<file path="config.mk">
export PLATFORM = sky130hd
export DESIGN_NAME = mem_arbiter
export DESIGN_NICKNAME = d
export VERILOG_FILES = /design/src/rtl/mem_arbiter.sv
export SDC_FILE = /design/constraint.sdc
export NUM_CORES = 1
export LEC_CHECK = 0
export CAP_MARGIN = 10
export CORE_MARGIN = 2
export CORE_UTILIZATION = 37
export DETAILED_ROUTE_END_ITERATION = 12
export PLACE_DENSITY = 0.74
export SYNTH_ARGS = -nofsm -noshare
export SYNTH_HDL_FRONTEND = slang
export SYNTH_SLANG_ARGS = --single-unit
</file>
<file path="constraint.sdc">
create_clock -name clk -period 1.8 [get_ports clk]
set_input_delay 0.18 -clock clk [delete_from_list [all_inputs] [get_ports clk]]
set_output_delay 0.18 -clock clk [all_outputs]
set_load 0.005 [all_outputs]
</file>
<file path="src/rtl/mem_arbiter.sv">
// mem_arbiter: registered one-at-a-time scheduler for the shared main-memory port.
// Data side wins by default; a starvation guard and a watchdog bound every wait.
module mem_arbiter #(
  parameter int AW           = 32,
  parameter int DW           = 32,
  parameter int STARVE_LIMIT = 4,
  parameter int TIMEOUT      = 64
) (
  input  logic          clk,
  input  logic          reset,
  input  logic          d_read,
  input  logic          d_write,
  input  logic [AW-1:0] d_addr,
  input  logic [DW-1:0] d_wdata,
  output logic [DW-1:0] d_rdata,
  output logic          d_ready,
  input  logic          i_read,
  input  logic          i_write,
  input  logic [AW-1:0] i_addr,
  input  logic [DW-1:0] i_wdata,
  output logic [DW-1:0] i_rdata,
  output logic          i_ready,
  output logic          mem_oe,
  output logic          mem_we,
  output logic [AW-1:0] mem_addr,
  output logic [DW-1:0] mem_wdata,
  input  logic [DW-1:0] mem_rdata,
  input  logic          mem_ready,
  output logic          timeout_err
);

  localparam logic [1:0] IDLE = 2'd0;
  localparam logic [1:0] BUSY = 2'd1;
  localparam logic [1:0] RESP = 2'd2;

  localparam logic [3:0]    SLIM    = 4'(STARVE_LIMIT);
  localparam logic [7:0]    WD_LAST = 8'(TIMEOUT - 1);
  localparam logic [DW-1:0] BAD     = DW'(32'hDEAD_BEEF);

  logic [1:0]    state_q, state_d;
  logic [3:0]    starve_q, starve_d;
  logic [7:0]    wd_q, wd_d;
  logic          owner_q, owner_d;
  logic          oe_q, oe_d;
  logic          we_q, we_d;
  logic [AW-1:0] addr_q, addr_d;
  logic [DW-1:0] wdata_q, wdata_d;
  logic [DW-1:0] drd_q, drd_d;
  logic [DW-1:0] ird_q, ird_d;
  logic          drdy_q, drdy_d;
  logic          irdy_q, irdy_d;
  logic          err_q, err_d;

  logic d_act;
  logic i_act;
  logic grant_i;

  assign d_act   = d_read | d_write;
  assign i_act   = i_read | i_write;
  assign grant_i = i_act & (~d_act | (starve_q == SLIM));

  always_comb begin
    state_d  = state_q;
    starve_d = starve_q;
    wd_d     = wd_q;
    owner_d  = owner_q;
    oe_d     = oe_q;
    we_d     = we_q;
    addr_d   = addr_q;
    wdata_d  = wdata_q;
    drd_d    = drd_q;
    ird_d    = ird_q;
    drdy_d   = 1'b0;
    irdy_d   = 1'b0;
    err_d    = err_q;
    unique case (state_q)
      IDLE: begin
        wd_d = '0;
        if (d_act | i_act) begin
          state_d = BUSY;
          owner_d = grant_i;
          addr_d  = grant_i ? i_addr : d_addr;
          wdata_d = grant_i ? i_wdata : d_wdata;
          we_d    = grant_i ? i_write : d_write;
          oe_d    = grant_i ? ~i_write : ~d_write;
        end
        // only a data grant over a waiting fetch advances the guard
        if (grant_i | ~i_act) starve_d = '0;
        else if (starve_q != SLIM) starve_d = starve_q + 4'd1;
      end
      BUSY: begin
        wd_d = wd_q + 8'd1;
        if (mem_ready | (wd_q == WD_LAST)) begin
          state_d = RESP;
          oe_d    = 1'b0;
          we_d    = 1'b0;
          wd_d    = '0;
          drdy_d  = ~owner_q;
          irdy_d  = owner_q;
          if (!mem_ready) err_d = 1'b1;
          if (oe_q) begin
            if (owner_q) ird_d = mem_ready ? mem_rdata : BAD;
            else         drd_d = mem_ready ? mem_rdata : BAD;
          end
        end
      end
      RESP: begin
        state_d = IDLE;
        wd_d    = '0;
      end
      default: state_d = IDLE;
    endcase
  end

  always_ff @(posedge clk or negedge reset) begin
    if (!reset) begin
      state_q  <= IDLE;
      starve_q <= '0;
      wd_q     <= '0;
      owner_q  <= 1'b0;
      oe_q     <= 1'b0;
      we_q     <= 1'b0;
      addr_q   <= '0;
      wdata_q  <= '0;
      drd_q    <= '0;
      ird_q    <= '0;
      drdy_q   <= 1'b0;
      irdy_q   <= 1'b0;
      err_q    <= 1'b0;
    end else begin
      state_q  <= state_d;
      starve_q <= starve_d;
      wd_q     <= wd_d;
      owner_q  <= owner_d;
      oe_q     <= oe_d;
      we_q     <= we_d;
      addr_q   <= addr_d;
      wdata_q  <= wdata_d;
      drd_q    <= drd_d;
      ird_q    <= ird_d;
      drdy_q   <= drdy_d;
      irdy_q   <= irdy_d;
      err_q    <= err_d;
    end
  end

  assign mem_oe      = oe_q;
  assign mem_we      = we_q;
  assign mem_addr    = addr_q;
  assign mem_wdata   = wdata_q;
  assign d_rdata     = drd_q;
  assign i_rdata     = ird_q;
  assign d_ready     = drdy_q;
  assign i_ready     = irdy_q;
  assign timeout_err = err_q;

endmodule

</file>
After elaboration in Yosys (flattened, before gate mapping)

Cells that the tools add are included.

Bits in registers: 148

$add $sub $neg: 2
Equality and inequality tests: 7
Multiplexer cells: 21
Bitwise logic cells: 13
Reduce and logical (&&, ||, !) cells: 12

Operators with widths:

| cell                  | count |
|---|---|
| $mux W32              | 3 |
| $pmux W8 S2           | 1 |
| $mux W1               | 9 |
| $add A8 B1 Y8 const B | 1 |
| $eq A8 B6 Y1 const B  | 1 |
| $mux W4               | 2 |
| $mux W8               | 1 |
| $reduce_and A4 Y1     | 2 |
| $not A1 Y1            | 6 |
| $or A1 B1 Y1          | 6 |
| $reduce_and A2 Y1     | 3 |
| $reduce_and A3 Y1     | 2 |
| $reduce_bool A2 Y1    | 3 |
| $add A4 B1 Y4 const B | 1 |
| $eq A4 B3 Y1 const B  | 1 |
| $mux W2               | 2 |
| $ne A2 B2 Y1 const B  | 2 |
| $ne A4 B3 Y1 const B  | 1 |
| $pmux W1 S2           | 2 |
| $pmux W2 S2           | 1 |
| $eq A2 B1 Y1 const B  | 1 |
| $eq A2 B2 Y1 const B  | 1 |
| $logic_not A2 Y1      | 1 |
| $reduce_or A2 Y1      | 1 |
| $and A1 B1 Y1         | 1 |

Depth between registers and ports, before layout

Gate-level depths: netlist of run 1.

Depth in word-level cells: 7
Depth in mapped cells: 8

Worst setup path after synthesis of run 1

Ideal clock, no wire load.

Kind: register -> register
From: reg wd_q[0]
To: reg wd_q[7]
Setup time: 0.118 ns
Arrival: 1.543 ns
Data required time: 1.682 ns
Setup slack: 0.139 ns
Cell stages (with the launch flop): 6
Cells stage by stage: dfrtp_1 -> ha_1 -> nand3_4 -> o41ai_2 -> o21ai_1 -> a21o_1

Longest elaborated chain between the ends: 4
Elaborated cells between the ends (all ways): 5
Classes of those cells: add/sub: 1; eq/ne: 1; mux: 2; bitwise: 1

RTL lines:

| item                                                  | RTL line | source |
|---|---|---|
| start, declared                                       | 42       | `logic [7:0] wd_q, wd_d;` |
| start signal, assigned                                | 133      | `wd_q <= wd_d;` |
| branches (longest 2 deep; another with $add A8 B1 Y8) | -        |  |
| $mux W8 (*)                                           | 93       | `if (mem_ready \| (wd_q == WD_LAST)) begin` |
| $pmux W8 S2 (*)                                       | 76       | `unique case (state_q)` |

Mark *: on every way between the ends.
A chain may end at the register's enable or synchronous reset.

Final worst setup path of run 1

From: reg wd_q[1]
To: reg ird_q[0] (netlist: i_rdata[0])

Longest elaborated chain between the ends: 3

RTL lines:

| item                               | RTL line | source |
|---|---|---|
| $eq A8 B6 Y1                       | 93       |  |
| $or A1 B1 Y1                       | 93       |  |
| $reduce_and A4 Y1 (no source line) | -        |  |
| end signal, assigned               | 140      | `ird_q <= ird_d;` |
| end, declared                      | 49       | `logic [DW-1:0] ird_q, ird_d;` |

No other way between the ends.

==> summary.md, run 1 <==
| Metric | Value |
|---|---|
| Primary FF master, synth | `dfrtp_1` |
| Root buffer cell | `clkbuf_16` |
| First DRT Iteration DRCs | `346` |
| Fillers | `1400` |
| Max Freq | `569 MHz` |
| Die area | `0.0182 mm²` |
| Worst reg2reg path endpoint | `i_rdata[0]$_DFFE_PN0P_` |
| Cell count along the critical path | `6` |
| GR Util All Layers | `22.9%` |
| Final min period | `1.76 ns` |
| Cells on worst reg2reg path | `6` |
| N_diodes | `0` |
| Clk_lat worst skew | `0.42 ns` |
| Seq/Total Area, Yosys | `58.3%` |
| Vias in the first global route | `6014` |
| Via count of the routed design | `6053` |
| PortBufs | `299` |
| Layout cell share with drive strength beyond 1 | `9.44%` |
| Clock sinks | `148` |
| Element type at the critical path end | `register` |
| Vias per inst | `5.16` |
| Area Growth Syn to Fin | `63.8%` |
| Antenna violations before repair | `0` |
| Io pins | `300` |
| Crit path max fanout | `12` |
| Crit-path cells | `ha_1, nand3_4, nor4_4, buf_4, o21a_2, a2bb2oi_1` |
| Post-Syn Nets | `801` |
| Wire per inst | `18.2 µm` |
| CTS clk-pin slew, worst paths | `0.06 ns` |
| DRT antenna net count | `0` |
| Max-Cap Viols | `0` |
| CP max stage delay | `0.39 ns` |
| Die H | `135 µm` |
| First-pass GRT wire length | `32400 µm` |
| Mapped Area | `0.00635 mm²` |
| Post-Syn Instances | `631` |
| Crit path to | `i_rdata[0]$_DFFE_PN0P_` |
| Leakage | `4.41 nW` |
| CTS tree | `yes` |
| Synth Register Bits | `148` |
| Post-route DRC | `0` |
| Multi-input logic area | `0.00242 mm²` |
| Max Root-Sink Buffers | `2` |
| Synthesis Warnings | `0` |
| RR Startpoint | `wd_q[1]$_DFFE_PN0P_` |
| Number of flops mapped to enable cells by yosys | `0` |
| GRT overflow | `0` |
| Fin. Hold Viols | `0` |
| Total power | `17.2 mW` |
| Area of the core | `0.0167 mm²` |
| Skew final | `0.00732 ns` |
| WP data arrival | `2.09 ns` |
| Fin Setup TNS | `0 ns` |
| Slew Viols, Final | `0` |
| Startpoint Class | `register` |
| R2R Setup Slk | `0.04 ns` |
| Final WS setup | `0.0430 ns` |
| Syn_area_per_cell | `10.1 µm²` |
| Row count | `47` |
| Worst EP required | `2.13 ns` |
| Status | `completed` |
| Slew @ Worst Pin | `0.435 ns` |
| Post-DP HPWL | `15000 µm` |
| Pwr/cell area | `1650 mW/mm²` |
| Flip-flop and latch area | `0.00370 mm²` |
| Final nets | `1110` |
| Largest net degree at the start of global routing | `48` |
| Die W | `135 µm` |
| Initial Util | `38.0%` |
| Critical path's slowest cell | `dfrtp_1` |
| Relative slew slack | `71.0%` |
| H-Tree Depth | `4` |
| Hold Path Class | `in2async` |
| DRT Pass-1 Iters | `5` |
| Finish-stage setup viols | `0` |
| Num CTS Buffers | `17` |
| Wirelength, routed | `21300 µm` |
| CP delay by family, top | `compound AO/OA/AOI/OAI gates` |
| Tcrit/Tclk final | `97.6%` |
| Synth unique cells | `49` |
| Place WS | `0.0388 ns` |
| Ys async rst share | `100%` |
| CP bufs+invs | `1` |
| Placer congestion estimate | `0.831` |
| Worst vdd ir | `0.776 mV` |
| Setup crit start | `wd_q[1]$_DFFE_PN0P_` |
| CP Class | `reg2reg` |
[worst min path at each step]
stage / cells past startpoint / slack, ns / end
final: 2 / 0.27 / wd_q[3]$_DFFE_PN0P_
after global routing: 2 / 0.29 / wd_q[3]$_DFFE_PN0P_
after CTS: 2 / 0.26 / d_rdata[17]$_DFFE_PN0P_
after detailed placement: 1 / 0.13 / d_rdata[17]$_DFFE_PN0P_
after global placement: 1 / 0.13 / d_rdata[17]$_DFFE_PN0P_
after floorplan: 0 / -0.12 / d_rdata[0]$_DFFE_PN0P_
[layout by cell type, fill, tap and decap left out, types with 8 or more instances in the layout]
| master | synthesis | layout |
|---|---|---|
| dfrtp_1 | 148 | 148 |
| o21ai_0 | 9 | 9 |
| buf_4 | 1 | 29 |
| a32o_1 | 16 | 16 |
| nand3_1 | 10 | 10 |
| a21oi_1 | 129 | 126 |
| clkdlybuf4s50_1 | 0 | 298 |
| nor2_1 | 92 | 92 |
| a2bb2oi_1 | 48 | 48 |
| buf_12 | 0 | 8 |
| nand2_1 | 77 | 77 |
| clkbuf_16 | 0 | 17 |
[per-layer routing]
| layer | global-route usage (%) | part of all wire (%) |
|---|---|---|
| met5 | 0 | 0 |
| met4 | 7.29 | 1.9 |
| met3 | 8.07 | 9.0 |
| met2 | 36.7 | 49 |
| met1 | 29.1 | 40 |
[state kept, by name (all words and copies together), names as in the netlist]
register     cells
d_ready          1
state_q          2
mem_wdata       32
mem_we           1
i_ready          1
mem_oe           1
d_rdata         32
mem_addr        32
wd_q             8
timeout_err      1
i_rdata         32
starve_q         4
owner_q          1
[cell type report]
cell class | instances | share of cell area [%]
clock buffers | 17 | 4.09
clock inverters | 15 | 1.62
inverters | 7 | 0.253
multi-input cells | 429 | 23.3
flip-flops and latches | 148 | 35.6
well taps | 220 | 2.65
repair buffers | 337 | 32.5
[power by group]
part	switching (mW)	internal, mW	leakage (nW)
logic	3.26	4.50	2.37
clock network	1.52	2.09	0.290
registers	0.943	4.90	1.75
total	5.72	11.5	4.41
[stage by stage]
stage | util (%) | cells | instance area [µm²] | hold WS (ns)
2_1_floorplan | - | 631 | 6350 | -0.116
3_3_place_gp | 58.5 | 1137 | 9770 | 0.127
3_5_place_dp | 58.5 | 1137 | 9770 | 0.128
4_1_cts | 62.1 | 1170 | 10400 | 0.264
5_1_grt | 62.3 | 1173 | 10400 | 0.288
6_report | 62.3 | 1173 | 10400 | 0.267
[timing repair]
item | 4_1_cts | 5_1_grt
endpoints found under the setup margin | 0 | 102
endpoints found under the hold margin | 36 | 0
hold buffers | 1 | 0
buffers inserted | 0 | 1
resized for setup | 0 | 4
[cell families (layout without fill, tap and decap cells)]
kind of cell	Yosys count	count (layout)	synth area share [%]
adders and majority gates	3	3	0.591
xor gates and xnor gates	2	2	0.276
muxes	1	1	0.158
DFF	148	148	58.3
and+or+nand+nor	198	198	13.3
AOI/OAI and AO/OA	223	225	22.9
buffers and inverters	56	376	4.41
[cell usage after synthesis, types with 2 or more instances]
cell type	number	share of area [%]
a21boi_0	2	0.24
a21o_1	2	0.24
a21oi_1	129	10
a2bb2oi_1	48	6.6
a32o_1	16	2.5
and2_1	2	0.20
and3b_1	2	0.28
buf_1	6	0.35
buf_2	17	1.3
buf_8	4	0.95
clkbuf_1	21	1.2
dfrtp_1	148	58
ha_1	3	0.59
inv_1	6	0.35
nand2_1	77	4.5
nand3_1	10	0.79
nor2_1	92	5.4
nor2b_1	2	0.20
nor3_1	2	0.16
o21a_4	2	0.47
o21ai_0	9	0.71
o21ai_2	2	0.28
o22ai_1	2	0.20
o311ai_0	2	0.28
[worst register-to-register path, stage by stage, from the launching register on]
cell and delay, ns:
dfrtp_1 0.39, ha_1 0.23, nand3_4 0.11, nor4_4 0.18, buf_4 0.22, o21a_2 0.35, a2bb2oi_1 0.20
Note: power is estimated with default switching activity, not from simulation.
==> run 2, diff against run 1 <==
Settings changed: SETUP_SLACK_MARGIN set to 0.02.
==> run 2 against run 1 <==
Compared with the run above: combinational power barely moved; critical path depth did not move; setup slack improved by 0.044 ns; global-route usage did not move; largest power group unchanged; sequential share of layout area fell by 0.077 points; hold slack improved by 0.0021 ns.
==> summary.md, run 2 (synthesis results as in run 1) <==
| Metric | Value |
|---|---|
| CP Class | `reg2reg` |
| DRT Pass-1 Iters | `5 (unchanged)` |
| Finish-stage setup viols | `0 (unchanged)` |
| Area of the core | `0.0167 mm² (unchanged)` |
| Area Growth Syn to Fin | `64.1%` |
| Worst EP required | `2.14 ns (about the same)` |
| Final min period | `1.71 ns (-0.0443 ns)` |
| N_diodes | `0 (unchanged)` |
| WP data arrival | `2.05 ns (-0.04 ns)` |
| Row count | `47 (unchanged)` |
| Status | `completed` |
| Max Freq | `584 MHz (+2.6%)` |
| Layout cell share with drive strength beyond 1 | `9.85% (+0.41 points)` |
| Wire per inst | `18.1 µm (-0.20%)` |
| CTS tree | `yes` |
| Antenna violations before repair | `0 (unchanged)` |
| Slew @ Worst Pin | `0.443 ns (+0.00756 ns)` |
| Cells on worst reg2reg path | `6 (unchanged)` |
| Die H | `135 µm (unchanged)` |
| Skew final | `0.00767 ns (+0.000353 ns)` |
| Wirelength, routed | `21300 µm (-0.12%)` |
| Clk_lat worst skew | `0.42 ns (about the same)` |
| Vias per inst | `5.15 (-0.18%)` |
| Die W | `135 µm (unchanged)` |
| CTS clk-pin slew, worst paths | `0.06 ns (about the same)` |
| Clock sinks | `148 (unchanged)` |
| Worst vdd ir | `0.779 mV (+0.33%)` |
| Most frequent cells in the layout | `clkdlybuf4s50_1, dfrtp_1, a21oi_1` |
| Io pins | `300 (unchanged)` |
| Slew Viols, Final | `0 (unchanged)` |
| Placer congestion estimate | `0.831 (unchanged)` |
| Max-Cap Viols | `0 (unchanged)` |
| Fillers | `1398 (-0.14%)` |
| Fin Setup TNS | `0 ns (unchanged)` |
| Startpoint Class | `register` |
| Setup crit start | `wd_q[1]$_DFFE_PN0P_` |
| Most common cell after layout, fill and taps aside | `clkdlybuf4s50_1` |
| Initial Util | `38.0% (unchanged)` |
| Hold Path Class | `in2async` |
| Leakage | `4.41 nW (+0.11%)` |
| R2R Setup Slk | `0.09 ns (+0.04 ns)` |
| GR Util All Layers | `22.9% (unchanged)` |
| Die area | `0.0182 mm² (unchanged)` |
| Dpl cells | `1137 (unchanged)` |
| Post-DP HPWL | `15000 µm (unchanged)` |
| Num CTS Buffers | `17 (unchanged)` |
| Tcrit/Tclk final | `95.2% (-2.5 points)` |
| Fin. Hold Viols | `0 (unchanged)` |
| First DRT Iteration DRCs | `327 (-5.5%)` |
| PortBufs | `299 (unchanged)` |
| Post-route DRC | `0 (unchanged)` |
| Finished Layout Cells | `1174 (+0.085%)` |
| RR Startpoint | `wd_q[1]$_DFFE_PN0P_` |
| Largest net degree at the start of global routing | `48 (unchanged)` |
| Worst reg2reg path endpoint | `d_rdata[15]$_DFFE_PN0P_` |
| First-pass GRT wire length | `32400 µm (unchanged)` |
| Crit path to | `d_rdata[15]$_DFFE_PN0P_` |
| Pwr/cell area | `1650 mW/mm² (about the same)` |
| Crit path max fanout | `12 (unchanged)` |
| Final nets | `1111 (+0.090%)` |
| DRT antenna net count | `0 (unchanged)` |
| GRT overflow | `0 (unchanged)` |
| H-Tree Depth | `4 (unchanged)` |
| Via count of the routed design | `6047 (-0.099%)` |
| Relative slew slack | `70.5% (-0.50 points)` |
| Max Root-Sink Buffers | `2 (unchanged)` |
| Element type at the critical path end | `register` |
| RSZ-0062 raised after global routing | `false` |
| WHS | `0.269 ns (+0.00206 ns)` |
| Vias in the first global route | `6014 (unchanged)` |
| Root buffer cell | `clkbuf_16` |
[run 2: area by class of cell]
type / count / area (µm²) / area share [%]
multi-input combinational: 429 / 2440 / 23.4
inverter: 7 / 26.3 / 0.252
clock buffer: 17 / 425 / 4.08
sequential: 148 / 3700 / 35.5
tap: 220 / 275 / 2.64
clock inverter: 15 / 169 / 1.62
timing repair buffer: 338 / 3390 / 32.5
[run 2: worst min path at each step]
stage | start | endpoint | slack, ns | depth (start not counted)
2_1_floorplan | reset | d_rdata[0]$_DFFE_PN0P_ | -0.12 | 0
3_3_place_gp | reset | d_rdata[17]$_DFFE_PN0P_ | 0.13 | 1
3_5_place_dp | reset | d_rdata[17]$_DFFE_PN0P_ | 0.13 | 1
4_1_cts | reset | d_rdata[17]$_DFFE_PN0P_ | 0.26 | 2
5_1_grt | reset | wd_q[3]$_DFFE_PN0P_ | 0.29 | 2
6_report | reset | wd_q[3]$_DFFE_PN0P_ | 0.27 | 2
[run 2: repair_timing]
| item | in CTS | in global routing |
|---|---|---|
| hold buffers | 1 | 0 |
| setup endpoints to repair | 0 | 119 |
| endpoints found under the hold margin | 36 | 0 |
| buffers inserted | 0 | 2 |
| gates resized for setup | 0 | 7 |
[run 2: metrics by stage]
step	total power, mW	util [%]	area (µm²)	setup WS [ns]
after global routing	18.3	62.4	10400	0.0204
after CTS	17.3	62.1	10400	0.0297
final	17.2	62.4	10400	0.0873
after detailed placement	13.6	58.5	9770	0.0388
after global placement	13.5	58.5	9770	0.0825
after floorplan	8.94	-	6350	0.139
[run 2: routing by layer]
metal / up-vias / wire (µm) / GRT usage, %
met5: - / 0 / 0
met4: 0 / 386 / 7.29
met3: 23 / 2050 / 8.07
li1: 2852 / - / -
met2: 273 / 10500 / 36.7
met1: 2899 / 8360 / 29.1
[run 2: worst max-delay path: stages, from the launching register on]
cell and delay [ns]:
dfrtp_1 0.39, ha_1 0.23, nand3_4 0.11, nor4_4 0.18
buf_4 0.22, o21a_2 0.31, a2bb2oi_1 0.19
[run 2: report_power, final]
part	internal, mW	total, mW	switching (mW)
Combinational	4.52	7.79	3.27
Clock	2.09	3.61	1.52
Sequential	4.90	5.84	0.938
Total	11.5	17.2	5.73
